File: config.mk
export PLATFORM = sky130hd
export DESIGN_NAME = apb_mac_master
export DESIGN_NICKNAME = d
export VERILOG_FILES = /design/src/rtl/apb_mac_master.sv
export SDC_FILE = /design/constraint.sdc
export NUM_CORES = 1
export LEC_CHECK = 0
export ABC_AREA = 1
export BUFFER_PORTS_ARGS = -buffer_cell sky130_fd_sc_hd__buf_2
export CAP_MARGIN = 15
export CORE_ASPECT_RATIO = 2
export CORE_MARGIN = 4
export CORE_UTILIZATION = 35
export CTS_CLUSTER_DIAMETER = 100
export DETAILED_ROUTE_END_ITERATION = 16
export PLACE_DENSITY = 0.66
export SLEW_MARGIN = 20
export SYNTH_ARGS = -nofsm -noshare
export SYNTH_HDL_FRONTEND = slang
export SYNTH_SLANG_ARGS = --single-unit
File: constraint.sdc
create_clock -name PCLK -period 1.6 [get_ports PCLK]
set_input_delay 0.32 -clock PCLK [delete_from_list [all_inputs] [get_ports PCLK]]
set_output_delay 0.32 -clock PCLK [all_outputs]
set_load 0.05 [all_outputs]
File: src/rtl/apb_mac_master.sv
// APB requester for the MAC peripheral: writes packed operands, waits for the
// MAC completion sideband, reads the product back and reports an error code.
module apb_mac_master #(
    parameter int unsigned OPERAND_WIDTH = 8,
    parameter logic [31:0] OPND_ADDR     = 32'h0000_0000,
    parameter logic [31:0] RSLT_ADDR     = 32'h0000_0004,
    parameter int unsigned TIMEOUT       = 64
) (
    input  logic                       PCLK,
    input  logic                       PRESET,
    input  logic                       start,
    input  logic [OPERAND_WIDTH-1:0]   op_a,
    input  logic [OPERAND_WIDTH-1:0]   op_b,
    input  logic                       mac_ready,
    input  logic                       PREADY,
    input  logic [31:0]                PRDATA,
    input  logic                       PSLVERR,
    output logic [31:0]                PADDR,
    output logic                       PSELx,
    output logic                       PENABLE,
    output logic                       PWRITE,
    output logic [31:0]                PWDATA,
    output logic                       busy,
    output logic                       done,
    output logic [2*OPERAND_WIDTH-1:0] result,
    output logic [1:0]                 err
);

    localparam int unsigned PW = 2 * OPERAND_WIDTH;
    localparam int unsigned CW = $clog2(TIMEOUT) + 1;
    localparam logic [CW-1:0] CntLast = CW'(TIMEOUT - 1);

    localparam logic [1:0] ErrOk      = 2'b00;
    localparam logic [1:0] ErrWrite   = 2'b01;
    localparam logic [1:0] ErrRead    = 2'b10;
    localparam logic [1:0] ErrTimeout = 2'b11;

    typedef enum logic [2:0] {
        StIdle,
        StWrSetup,
        StWrAccess,
        StWaitMac,
        StRdSetup,
        StRdAccess,
        StDone
    } state_e;

    state_e        state_q;
    logic [CW-1:0] cnt_q;
    logic          mac_seen_q;
    logic          expired;

    // Only the low product bits of the result register are meaningful.
    logic unused_prdata;
    assign unused_prdata = ^PRDATA[31:PW];

    // Wait budget exhausted in the current wait state.
    assign expired = (cnt_q == CntLast);

    // Request FSM with all APB and status outputs registered.
    always_ff @(posedge PCLK or posedge PRESET) begin
        if (PRESET) begin
            state_q    <= StIdle;
            cnt_q      <= '0;
            mac_seen_q <= 1'b0;
            PADDR      <= '0;
            PSELx      <= 1'b0;
            PENABLE    <= 1'b0;
            PWRITE     <= 1'b0;
            PWDATA     <= '0;
            busy       <= 1'b0;
            done       <= 1'b0;
            result     <= '0;
            err        <= ErrOk;
        end else begin
            done <= 1'b0;
            // Completion may arrive before we start waiting for it.
            if (mac_ready && state_q != StIdle) begin
                mac_seen_q <= 1'b1;
            end
            if (state_q inside {StWrAccess, StWaitMac, StRdAccess}) begin
                cnt_q <= cnt_q + 1'b1;
            end
            unique case (state_q)
                StIdle: begin
                    if (start) begin
                        mac_seen_q <= 1'b0;
                        result     <= '0;
                        err        <= ErrOk;
                        // Operands are captured straight into the write data register.
                        PWDATA     <= 32'({op_a, op_b});
                        PADDR      <= OPND_ADDR;
                        PWRITE     <= 1'b1;
                        PSELx      <= 1'b1;
                        busy       <= 1'b1;
                        state_q    <= StWrSetup;
                    end
                end
                StWrSetup: begin
                    PENABLE <= 1'b1;
                    cnt_q   <= '0;
                    state_q <= StWrAccess;
                end
                StWrAccess: begin
                    if (PREADY) begin
                        PSELx   <= 1'b0;
                        PENABLE <= 1'b0;
                        if (PSLVERR) begin
                            err     <= ErrWrite;
                            done    <= 1'b1;
                            state_q <= StDone;
                        end else begin
                            cnt_q   <= '0;
                            state_q <= StWaitMac;
                        end
                    end else if (expired) begin
                        PSELx   <= 1'b0;
                        PENABLE <= 1'b0;
                        err     <= ErrTimeout;
                        done    <= 1'b1;
                        state_q <= StDone;
                    end
                end
                StWaitMac: begin
                    if (mac_seen_q || mac_ready) begin
                        PSELx   <= 1'b1;
                        PWRITE  <= 1'b0;
                        PADDR   <= RSLT_ADDR;
                        state_q <= StRdSetup;
                    end else if (expired) begin
                        err     <= ErrTimeout;
                        done    <= 1'b1;
                        state_q <= StDone;
                    end
                end
                StRdSetup: begin
                    PENABLE <= 1'b1;
                    cnt_q   <= '0;
                    state_q <= StRdAccess;
                end
                StRdAccess: begin
                    if (PREADY || expired) begin
                        PSELx   <= 1'b0;
                        PENABLE <= 1'b0;
                        done    <= 1'b1;
                        state_q <= StDone;
                        if (!PREADY) begin
                            err <= ErrTimeout;
                        end else if (PSLVERR) begin
                            err <= ErrRead;
                        end else begin
                            result <= PRDATA[PW-1:0];
                            err    <= ErrOk;
                        end
                    end
                end
                StDone: begin
                    busy    <= 1'b0;
                    state_q <= StIdle;
                end
                default: state_q <= StIdle;
            endcase
        end
    end

endmodule
==> results of run 1 <==
==> worst reg2reg max path, stage by stage, from the launching register on <==
cell,delay [ns]
dfrtp_2,0.48
inv_4,0.10
nand3_4,0.12
a21oi_2,0.28
nand2_8,0.20
nand2_1,0.14
o21ai_2,0.06
==> layer usage <==
layer / routed length [um] / GRT usage [%]
met4: 256 / 8.16
met5: 0 / 0
met3: 442 / 3.19
met1: 2280 / 13.2
met2: 3260 / 24.0
==> cell type report <==
cell class | instances | area [um2]
Fill cell | 784 | 4510
Sequential cell | 51 | 1280
Multi-Input combinational cell | 253 | 1220
Timing Repair Buffer | 91 | 515
Clock buffer | 6 | 139
Tap cell | 96 | 120
Inverter | 23 | 93.8
Clock inverter | 1 | 5.00
==> final timing paths <==
kind                       startpoint   endpoint  slack (ns)  cells after the start
max                        state_q[1]  result[1]        0.11                      6
min                            PRESET  PWDATA[0]        0.05                      3
max reg2reg                state_q[1]  result[1]        0.11                      6
min reg2reg                 PWDATA[0]  PWDATA[0]        0.47                      2
max in group asynchronous      PRESET   cnt_q[2]        1.29                      3
min in group PCLK             op_b[5]  PWDATA[5]        0.23                      3
==> logic make-up after synthesis <==
group           count (synthesis)
simple gates                  169
buf+inv                        78
flops                          51
compound gates                 35
xor+xnor                        1
fa+ha+maj                       1
other cells                     1
==> synthesized netlist by cell type, drive strengths merged <==
cell type  number  area share, %
buf            55             15
ha              1           0.44
o21a            1           0.27
o2111ai         1           0.31
inv            23            3.2
a21oi           7            1.4
o21bai          2           0.53
nand3          15            3.4
nor3            2           0.35
conb            1           0.13
nand2         128             18
nand3b          1           0.27
o21ai          23            6.2
dfrtp          51             45
nand4           2           0.44
and3            1           0.22
a31oi           1           0.22
xnor2           1           0.31
nor2           20            4.2
==> placed cells by master (no fill, tap or decap), drive strengths merged <==
master   count
a21oi        7
o21ai       23
o2111ai      1
inv         23
nand3       15
and3         1
a31oi        1
nand3b       1
dfrtp       51
nand4        2
clkinv       1
nor3         2
xnor2        1
ha           1
nand2      128
clkbuf       6
o21a         1
o21bai       2
conb        47
buf         91
nor2        20
==> sequential cells by signal, indices dropped and copies added, names as in the netlist <==
register	cells
mac_seen_q	1
result	16
PENABLE	1
PSELx	1
PWDATA	16
PADDR	1
err	2
busy	1
done	1
cnt_q	7
state_q	3
PWRITE	1
==> power groups by stage <==
stage | Clock [mW] | Combinational (mW) | Sequential, mW
after CTS | 1.10 | 4.20 | 2.12
after global placement | 0 | 4.14 | 2.12
after floorplan | 0 | 2.09 | 3.46
after detailed placement | 0 | 4.19 | 2.13
after global routing | 1.15 | 4.54 | 2.18
final | 1.06 | 4.20 | 2.12
==> repair_timing <==
action | CTS | global route
setup endpoints to repair | 16 | 24
pin swaps | 0 | 1
resized for setup | 1 | 5
cloned | 0 | 0
==> summary.log, run 1 <==
[status] outcome complete, no violations
[sta] hold_ws 0.0549 ns
[power] pwr/cell area 2190 nW/um2
[cts] buffer depth of the longest clock path 2
[drt] Total Wirelength 6.24 mm
[placement] worst slack after detailed placement 0.000493 ns
[logic_synthesis] post-synthesis xor/xnor area fraction 0.309%
[floorplan] count of boundary I/O pins 141
[sta] maximum operating frequency 670 MHz
[sta] max-slew violations 0
[setup_path] startpoint-to-endpoint class of the critical path flip-flop to flip-flop
[drt] iteration count of the initial detailed-routing pass 4
[finish] final cell utilization of the core 42.8%
[placement] post-DP HPWL 4.85 mm
[finish] area grow syn2layout 19.1%
[finish] ratio of cells with drive above 1 in the final layout 32.5%
[setup_path] Largest delay share family, worst path flip-flops
[grt] largest net degree at the start of global routing 52
[placement] Post-Place Cell Area 3210 um2
[cts] CTS sink cnt 51
[logic_synthesis] compound-gate portion of the synthesized area 8.89%
[logic_synthesis] largest family of logic cells by synthesized area simple AND/OR/NAND/NOR gates
[logic_synthesis] Syn Area/Cell 8.42 um2
[floorplan] die span in x 71.6 um
[drt] ratio of routed vias to standard cells 4.33
[power] switching power total 3.95 mW
[setup_path] CP Max Fanout 32
[power] Power Total 7.37 mW
[logic_synthesis] Post-Synth Adder-Cell Area 0.442%
[power] portion of total power attributed to sequential cells 28.7%
[drt] Final ANT Viol Nets 0
[cts] clock tree from TritonCTS built
[grt] GRT Total Usage 13.3%
[drt] DRC Markers 0
[setup_path] element type at the critical path end flip-flop
[sta] Setup TNS Final 0 ns
[cts] latest clock arrival within the worst-skew pair 0.29 ns
[drt] drt wl/cell 12.0 um
[power] combinational fraction of design power 56.9%
[power] Max IR drop VDD 1500 uV
[power] leakage power total 1.90 nW
[floorplan] total number of placement rows 46
[setup_path] cells traversed along the worst timing path inv_4, nand3_4, a21oi_2, nand2_8, nand2_1, o21ai_2
[grt] number of global-route vias before repair 2287
[drt] number of design-rule violations left by the first detailed-router iteration 64
[setup_path] critical path data required time 1.77 ns
[job] Max-cap violations 0
[setup_path] endpoint arrival time on the critical path 1.67 ns
[logic_synthesis] Cell variety after synth 32
[finish] nets@finish 480
[cts] setup repair bufs after CTS 0
[cts] number of buffers inserted for hold repair after clock tree synthesis 0
[logic_synthesis] count of mapped cells out of synthesis 336
[setup_path] Worst Path Buf+Inv 1
[power] Pint 3.43 mW
[floorplan] Die Height 135 um
[sta] minimum clock period 1.49 ns
[grt] initial antenna violation count 0
[sta] final setup vio count 0
[floorplan] floorplan core area 7890 um2
[grt] residual overflow from global routing 0
[power] Clock Power Share 14.4%
[setup_path] slowest library cell on the worst path dfrtp_2
[logic_synthesis] netlist area before placement 2830 um2
[finish] final antenna diode count 0
[sta] period utilization 93.3%
[placement] placed cell count 514
[finish] Design Area, Final 3370 um2
[logic_synthesis] fraction of the mapped netlist area in simple logic gates 26.7%
[sta] worst path setup slack after routing 0.107 ns
[min_path] min-delay worst type input port to asynchronous set/reset pin
[power] switching fraction of total power 53.5%
[sta] unrepaired setup endpoints after global routing no
[sta] worst-case clock skew 0.00687 ns
[floorplan] DIE AREA 9680 um2
[finish] post-layout instance count excluding filler cells 521
[cts] Worst-path clk slew 0.07 ns
[placement] routability cong. 0.802
[drt] Via Count 2258
[cts] TritonCTS Buffers 5
[logic_synthesis] number of warning messages in the yosys log 0
[grt] wire length of the first global-routing pass 10.2 mm
[cts] clock tree root buffer cell clkbuf_16
[cts] maximum level of the CTS H-tree 2
[logic_synthesis] register bit count reported by yosys 51
[logic_synthesis] sequential element share of the synthesized area 45.1%
[placement] number of input and output port buffers inserted 77
[floorplan] starting utilization of the core area 35.9%
[sta] final hold violation count 0
[setup_path] kind of start point of the critical path flip-flop
[logic_synthesis] mux share of post-synthesis cell area 0%
[setup_path] slowest cell delay on critical path 0.48 ns
(Power assumes the default switching activity.)
==> inputs of run 2 (changes only) <==
Settings changed: CORE_ASPECT_RATIO 2 to 0.8.
==> run 2 against run 1 <==
Non-clock buffer count rose by 2. Critical path depth rose by 1. Hold slack got worse by 0.048 ns. First-iteration DRC count rose by 44%. Wire length fell by 6.7%. Clock skew fell by 0.0020 ns. Largest cell class unchanged. Largest power group unchanged.
==> summary.log, run 2 (synthesis gave the netlist of run 1 again) <==
[status] outcome complete, no violations
[finish] # fillers 853 [+8.8%]
[finish] commonest cells after routing, fill and taps aside nand2_1, buf_2, dfrtp_1, conb_1, inv_1
[floorplan] floorplan core area 7910 um2 [+0.32%]
[power] Power Total 7.05 mW [-4.4%]
[drt] ratio of routed vias to standard cells 4.21 [-2.9%]
[sta] period utilization 93.3% [about the same]
[min_path] min-delay worst type input port to asynchronous set/reset pin
[floorplan] die span in x 109 um [+52%]
[cts] clock tree root buffer cell clkbuf_8
[drt] Total Wirelength 5.82 mm [-6.7%]
[placement] number of input and output port buffers inserted 77 [unchanged]
[placement] placed cell count 526 [+2.3%]
[setup_path] startpoint-to-endpoint class of the critical path flip-flop to flip-flop
[job] Max-cap violations 0 [unchanged]
[setup_path] critical path data required time 1.80 ns [+0.03 ns]
[power] pwr/cell area 2110 nW/um2 [-3.3%]
[sta] max-slew violations 0 [unchanged]
[setup_path] endpoint arrival time on the critical path 1.69 ns [+0.02 ns]
[cts] CTS sink cnt 51 [unchanged]
[grt] residual overflow from global routing 0 [unchanged]
[cts] buffer depth of the longest clock path 2 [unchanged]
[finish] register area 1280 um2 [unchanged]
[finish] post-layout instance count excluding filler cells 536 [+2.9%]
[cts] TritonCTS Buffers 5 [unchanged]
[cts] Worst-path clk slew 0.09 ns [+0.02 ns]
[drt] Final ANT Viol Nets 0 [unchanged]
[cts] maximum level of the CTS H-tree 2 [unchanged]
[sta] final hold violation count 0 [unchanged]
[floorplan] total number of placement rows 29 [-37%]
[finish] area grow syn2layout 17.9%
[grt] largest net degree at the start of global routing 33 [-37%]
[cts] clock tree from TritonCTS built
[setup_path] element type at the critical path end flip-flop
[cts] number of buffers inserted for hold repair after clock tree synthesis 0 [unchanged]
[setup_path] CP Max Fanout 6 [-81%]
[finish] ratio of cells with drive above 1 in the final layout 32.7% [+0.24 points]
[finish] nets@finish 482 [+0.42%]
[floorplan] count of boundary I/O pins 141 [unchanged]
[finish] area occupied by multi-input gates 1220 um2 [+0.41%]
[grt] initial antenna violation count 0 [unchanged]
[finish] most common library cell in the layout ignoring fill and taps nand2_1
[floorplan] DIE AREA 9600 um2 [-0.81%]
[finish] final antenna diode count 0 [unchanged]
[power] leakage power total 1.88 nW [-0.92%]
[cts] latest clock arrival within the worst-skew pair 0.30 ns [about the same]
[sta] Setup TNS Final 0 ns [unchanged]
[placement] post-DP HPWL 4.57 mm [-5.9%]
[floorplan] starting utilization of the core area 35.8% [-0.11 points]
[setup_path] kind of start point of the critical path flip-flop
[drt] Via Count 2256 [-0.089%]
[finish] Top Registers PWDATA (16), result (16), cnt_q (7)
[sta] final setup vio count 0 [unchanged]
[drt] DRC Markers 0 [unchanged]
[floorplan] Die Height 88.4 um [-35%]
[sta] worst-case clock skew 0.00482 ns [-0.00204 ns]
[sta] minimum clock period 1.49 ns [+0.000647 ns]
[sta] maximum operating frequency 670 MHz [about the same]
[placement] routability cong. 0.852 [+6.3%]
[grt] number of global-route vias before repair 2020 [-12%]
[grt] GRT Total Usage 12.1% [-1.1 points]
[grt] wire length of the first global-routing pass 9.34 mm [-8.0%]
[drt] number of design-rule violations left by the first detailed-router iteration 92 [+44%]
[drt] iteration count of the initial detailed-routing pass 4 [unchanged]
[power] Max IR drop VDD 996 uV [-34%]
[drt] drt wl/cell 10.9 um [-9.3%]
-- run 2: cell count changes in the layout (fill, tap and decap cells not counted), sizes merged --
cell,delta
buf,+2
clkbuf,-1
clkinv,+1
inv,+1
-- run 2: through the flow --
| stage | util [%] | hold WS, ns | area (um2) | setup WS [ns] |
|---|---|---|---|---|
| CTS | 41.7 | 0.0101 | 3300 | 0.00841 |
| floorplan | - | 0.437 | 3000 | 0.0505 |
| global route | 42.2 | 0.0325 | 3340 | -0.00728 |
| detailed placement | 40.6 | 0.353 | 3210 | 0.0206 |
| finish | 42.2 | 0.00658 | 3340 | 0.107 |
| global placement | 40.6 | 0.356 | 3210 | 0.0437 |
-- run 2: critical path, stage by stage, from the launching register on --
cell and delay (ns):
dfrtp_2 0.50, inv_4 0.10, nand3_4 0.12, buf_4 0.19, nand2_2 0.09, nand4_1 0.14, o21ai_0 0.19, nor2_1 0.07
-- run 2: routing by layer --
| layer | GRT usage, % | vias to the layer above | routed length [um] |
|---|---|---|---|
| met4 | 3.44 | 0 | 52 |
| met5 | 0 | - | 0 |
| li1 | - | 1135 | - |
| met2 | 18.8 | 79 | 2590 |
| met3 | 4.23 | 7 | 505 |
| met1 | 16.2 | 1035 | 2670 |
-- run 2: timing repair --
action | CTS | global route
resized for setup | 0 | 5
buffers inserted | 0 | 2
endpoints found under the setup margin | 0 | 24
-- run 2: area by class of cell --
class / count / area share [%]
Tap cell: 108 / 4.05
Timing Repair Buffer: 93 / 15.5
Inverter: 23 / 2.74
Clock buffer: 5 / 2.06
Multi-Input combinational cell: 253 / 36.7
Sequential cell: 51 / 38.3
Clock inverter: 3 / 0.563
-- run 2: where the power goes --
| part | internal (mW) | switching, mW |
|---|---|---|
| combinational | 1.05 | 3.15 |
| sequential | 1.78 | 0.332 |
| clock | 0.309 | 0.435 |
-- run 2: path summary, 6_finish.rpt --
kind	start	end	slack (ns)	cells past startpoint
setup reg to reg	state_q[1]	cnt_q[5]	0.11	7
setup / recovery	state_q[1]	cnt_q[5]	0.11	7
min in group PCLK	op_b[5]	PWDATA[5]	0.20	3
max in group asynchronous	PRESET	state_q[1]	1.06	3
hold reg to reg	PWDATA[0]	PWDATA[0]	0.47	2
hold / removal	PRESET	PWDATA[2]	0.007	2
==> inputs of run 3 (changes only) <==
Clock period 1.6 ns to 1.2 ns, I/O delays scaled along.
==> run 3 against run 2 <==
The flow now finishes with violations (setup timing). Cell area rose by 23%. Wire length rose by 19%. Combinational power rose by 83%. Non-clock buffer count increased by 38. Sequential share of layout area is 7.2 points lower. Total power grew 65%. Critical path type unchanged.
==> summary.log, run 3 (synthesis gave the netlist of run 1 again) <==
[setup_path] startpoint-to-endpoint class of the critical path flip-flop to flip-flop
[floorplan] Die Height 88.4 um [unchanged]
[setup_path] critical path data required time 1.40 ns [-0.40 ns]
[setup_path] beginning of the worst register-to-register path state_q[1]
[finish] most common library cell in the layout ignoring fill and taps nand2_1
[cts] TritonCTS Buffers 5 [unchanged]
[sta] period utilization 117% [+24 points]
[job] Max-cap violations 0 [unchanged]
[power] pwr/cell area 2840 nW/um2 [+34%]
[drt] Final ANT Viol Nets 0 [unchanged]
[grt] GRT Total Usage 14.1% [+1.9 points]
[setup_path] Worst Setup EP result[0]
[placement] post-DP HPWL 4.86 mm [+6.5%]
[sta] unrepaired setup endpoints after global routing yes
[finish] # fillers 754 [-12%]
[finish] final antenna diode count 0 [unchanged]
[setup_path] FF-to-FF End result[0]
[finish] final cell utilization of the core 51.9% [+9.7 points]
[placement] number of input and output port buffers inserted 77 [unchanged]
[floorplan] total number of placement rows 29 [unchanged]
[grt] residual overflow from global routing 0 [unchanged]
[cts] maximum level of the CTS H-tree 2 [unchanged]
[drt] Via Count 2415 [+7.0%]
[drt] DRC Markers 0 [unchanged]
[floorplan] DIE AREA 9600 um2 [unchanged]
[drt] number of design-rule violations left by the first detailed-router iteration 78 [-15%]
[sta] final setup vio count 49 [+49]
[min_path] WHS Path Cells 3
[setup_path] beginning of the critical path state_q[1]
[placement] routability cong. 0.829 [-2.7%]
[drt] wire length on met1 2.84 mm [+6.4%]
[drt] drt wl/cell 12.1 um [+11%]
[finish] post-layout instance count excluding filler cells 574 [+7.1%]
[floorplan] die span in x 109 um [unchanged]
[drt] highest metal layer with signal wires met4
[cts] Worst-path clk slew 0.10 ns [about the same]
[finish] ratio of cells with drive above 1 in the final layout 49.4% [+17 points]
[cts] clock tree from TritonCTS built
[floorplan] floorplan core area 7910 um2 [unchanged]
[setup_path] kind of start point of the critical path flip-flop
[finish] nets@finish 520 [+7.9%]
[sta] hold_ws 0.117 ns [+0.110 ns]
[finish] Design Area, Final 4110 um2 [+23%]
[grt] wire length of the first global-routing pass 10.7 mm [+14%]
[placement] worst slack after detailed placement -0.407 ns [-0.428 ns]
[setup_path] element type at the critical path end flip-flop
[grt] largest net degree at the start of global routing 24 [-27%]
[sta] worst path setup slack after routing -0.207 ns [-0.313 ns]
[status] outcome finished, violations left
[power] Max IR drop VDD 1570 uV [+57%]
[cts] clock tree root buffer cell clkbuf_8
[setup_path] endpoint arrival time on the critical path 1.61 ns [-0.08 ns]
[min_path] min-delay worst type input port to flip-flop
[cts] latest clock arrival within the worst-skew pair 0.30 ns [about the same]
[setup_path] minimum setup slack among reg-to-reg paths -0.21 ns [-0.31 ns]
[cts] CTS sink cnt 51 [unchanged]
[cts] buffer depth of the longest clock path 2 [unchanged]
[setup_path] number of cells traversed by the worst register-to-register path 7 [unchanged]
[setup_path] CP Max Fanout 12 [+6]
[finish] Top Registers PWDATA (16), result (16), cnt_q (7)
[grt] number of global-route vias before repair 2265 [+12%]
[power] Power Total 11.7 mW [+65%]
[status] failing checks setup timing
[floorplan] starting utilization of the core area 35.8% [unchanged]
[finish] commonest cells after routing, fill and taps aside nand2_1, buf_4, dfrtp_1, conb_1, buf_2
[drt] iteration count of the initial detailed-routing pass 4 [unchanged]
[sta] Setup TNS Final -6.89 ns [-6.89 ns]
[drt] met2 routed WL 3.52 mm [+36%]
[placement] Post-Place Cell Area 3510 um2 [+9.2%]
[sta] worst-case clock skew 0.00929 ns [+0.00446 ns]
[sta] max-slew violations 0 [unchanged]
[finish] area grow syn2layout 45.0%
[placement] placed cell count 547 [+4.0%]
[floorplan] count of boundary I/O pins 141 [unchanged]
[sta] maximum operating frequency 711 MHz [+6.2%]
[drt] met3 routed wirelength 487 um [-3.6%]
[power] leakage power total 2.17 nW [+15%]
[sta] minimum clock period 1.41 ns [-0.0865 ns]
[drt] Total Wirelength 6.95 mm [+19%]
[grt] initial antenna violation count 0 [unchanged]
[sta] final hold violation count 0 [unchanged]
[drt] ratio of routed vias to standard cells 4.21 [about the same]
## run 3: cell count changes in the layout (fill, tap and decap cells not counted), sizes merged
cell	change
inv	-1
dlygate4sd3	+1
buf	+24
clkinvlp	+2
clkbuf	+14
clkinv	-2
## run 3: power breakdown
part / switching (mW) / internal, mW
Combinational: 4.80 / 2.89
Sequential: 0.574 / 2.38
Clock: 0.601 / 0.421
## run 3: routing by layer
layer	up-vias	global-route usage, %
met1	1114	18.0
li1	1213	-
met4	0	5.28
met2	82	23.6
met5	-	0
met3	6	3.14
## run 3: area by class of cell
cell class | instances | area [um2] | share of cell area [%]
Multi-Input combinational cell | 253 | 1440 | 35.0
Clock buffer | 6 | 72.6 | 1.77
Clock inverter | 2 | 16.3 | 0.396
Sequential cell | 51 | 1280 | 31.2
Tap cell | 108 | 135 | 3.29
Inverter | 23 | 103 | 2.50
Timing Repair Buffer | 131 | 1060 | 25.9
## run 3: how the worst min path moves through the flow
stage,start,to,slack (ns)
floorplan,PRESET,PADDR[2],0.29
global placement,PRESET,PWDATA[3],0.24
detailed placement,PRESET,PWDATA[3],0.24
CTS,op_a[4],PWDATA[12],0.11
global route,op_a[4],PWDATA[12],0.11
finish,op_a[4],PWDATA[12],0.12
## run 3: critical path: stages, from the launching register on
cell and delay [ns]:
dfrtp_2 0.49, nor2_8 0.19, nand2_8 0.09, a21oi_4 0.15, nand2_4 0.10, buf_12 0.16, nand2_1 0.07, o21ai_2 0.05
## run 3: repair_timing
item / in CTS / in global routing
setup endpoints to repair: 56 / 88
resized for setup: 38 / 104
pin swaps: 3 / 7
hold buffers: 1 / 0
gates cloned: 1 / 1
setup buffers: 11 / 10
endpoints found under the hold margin: 12 / 0
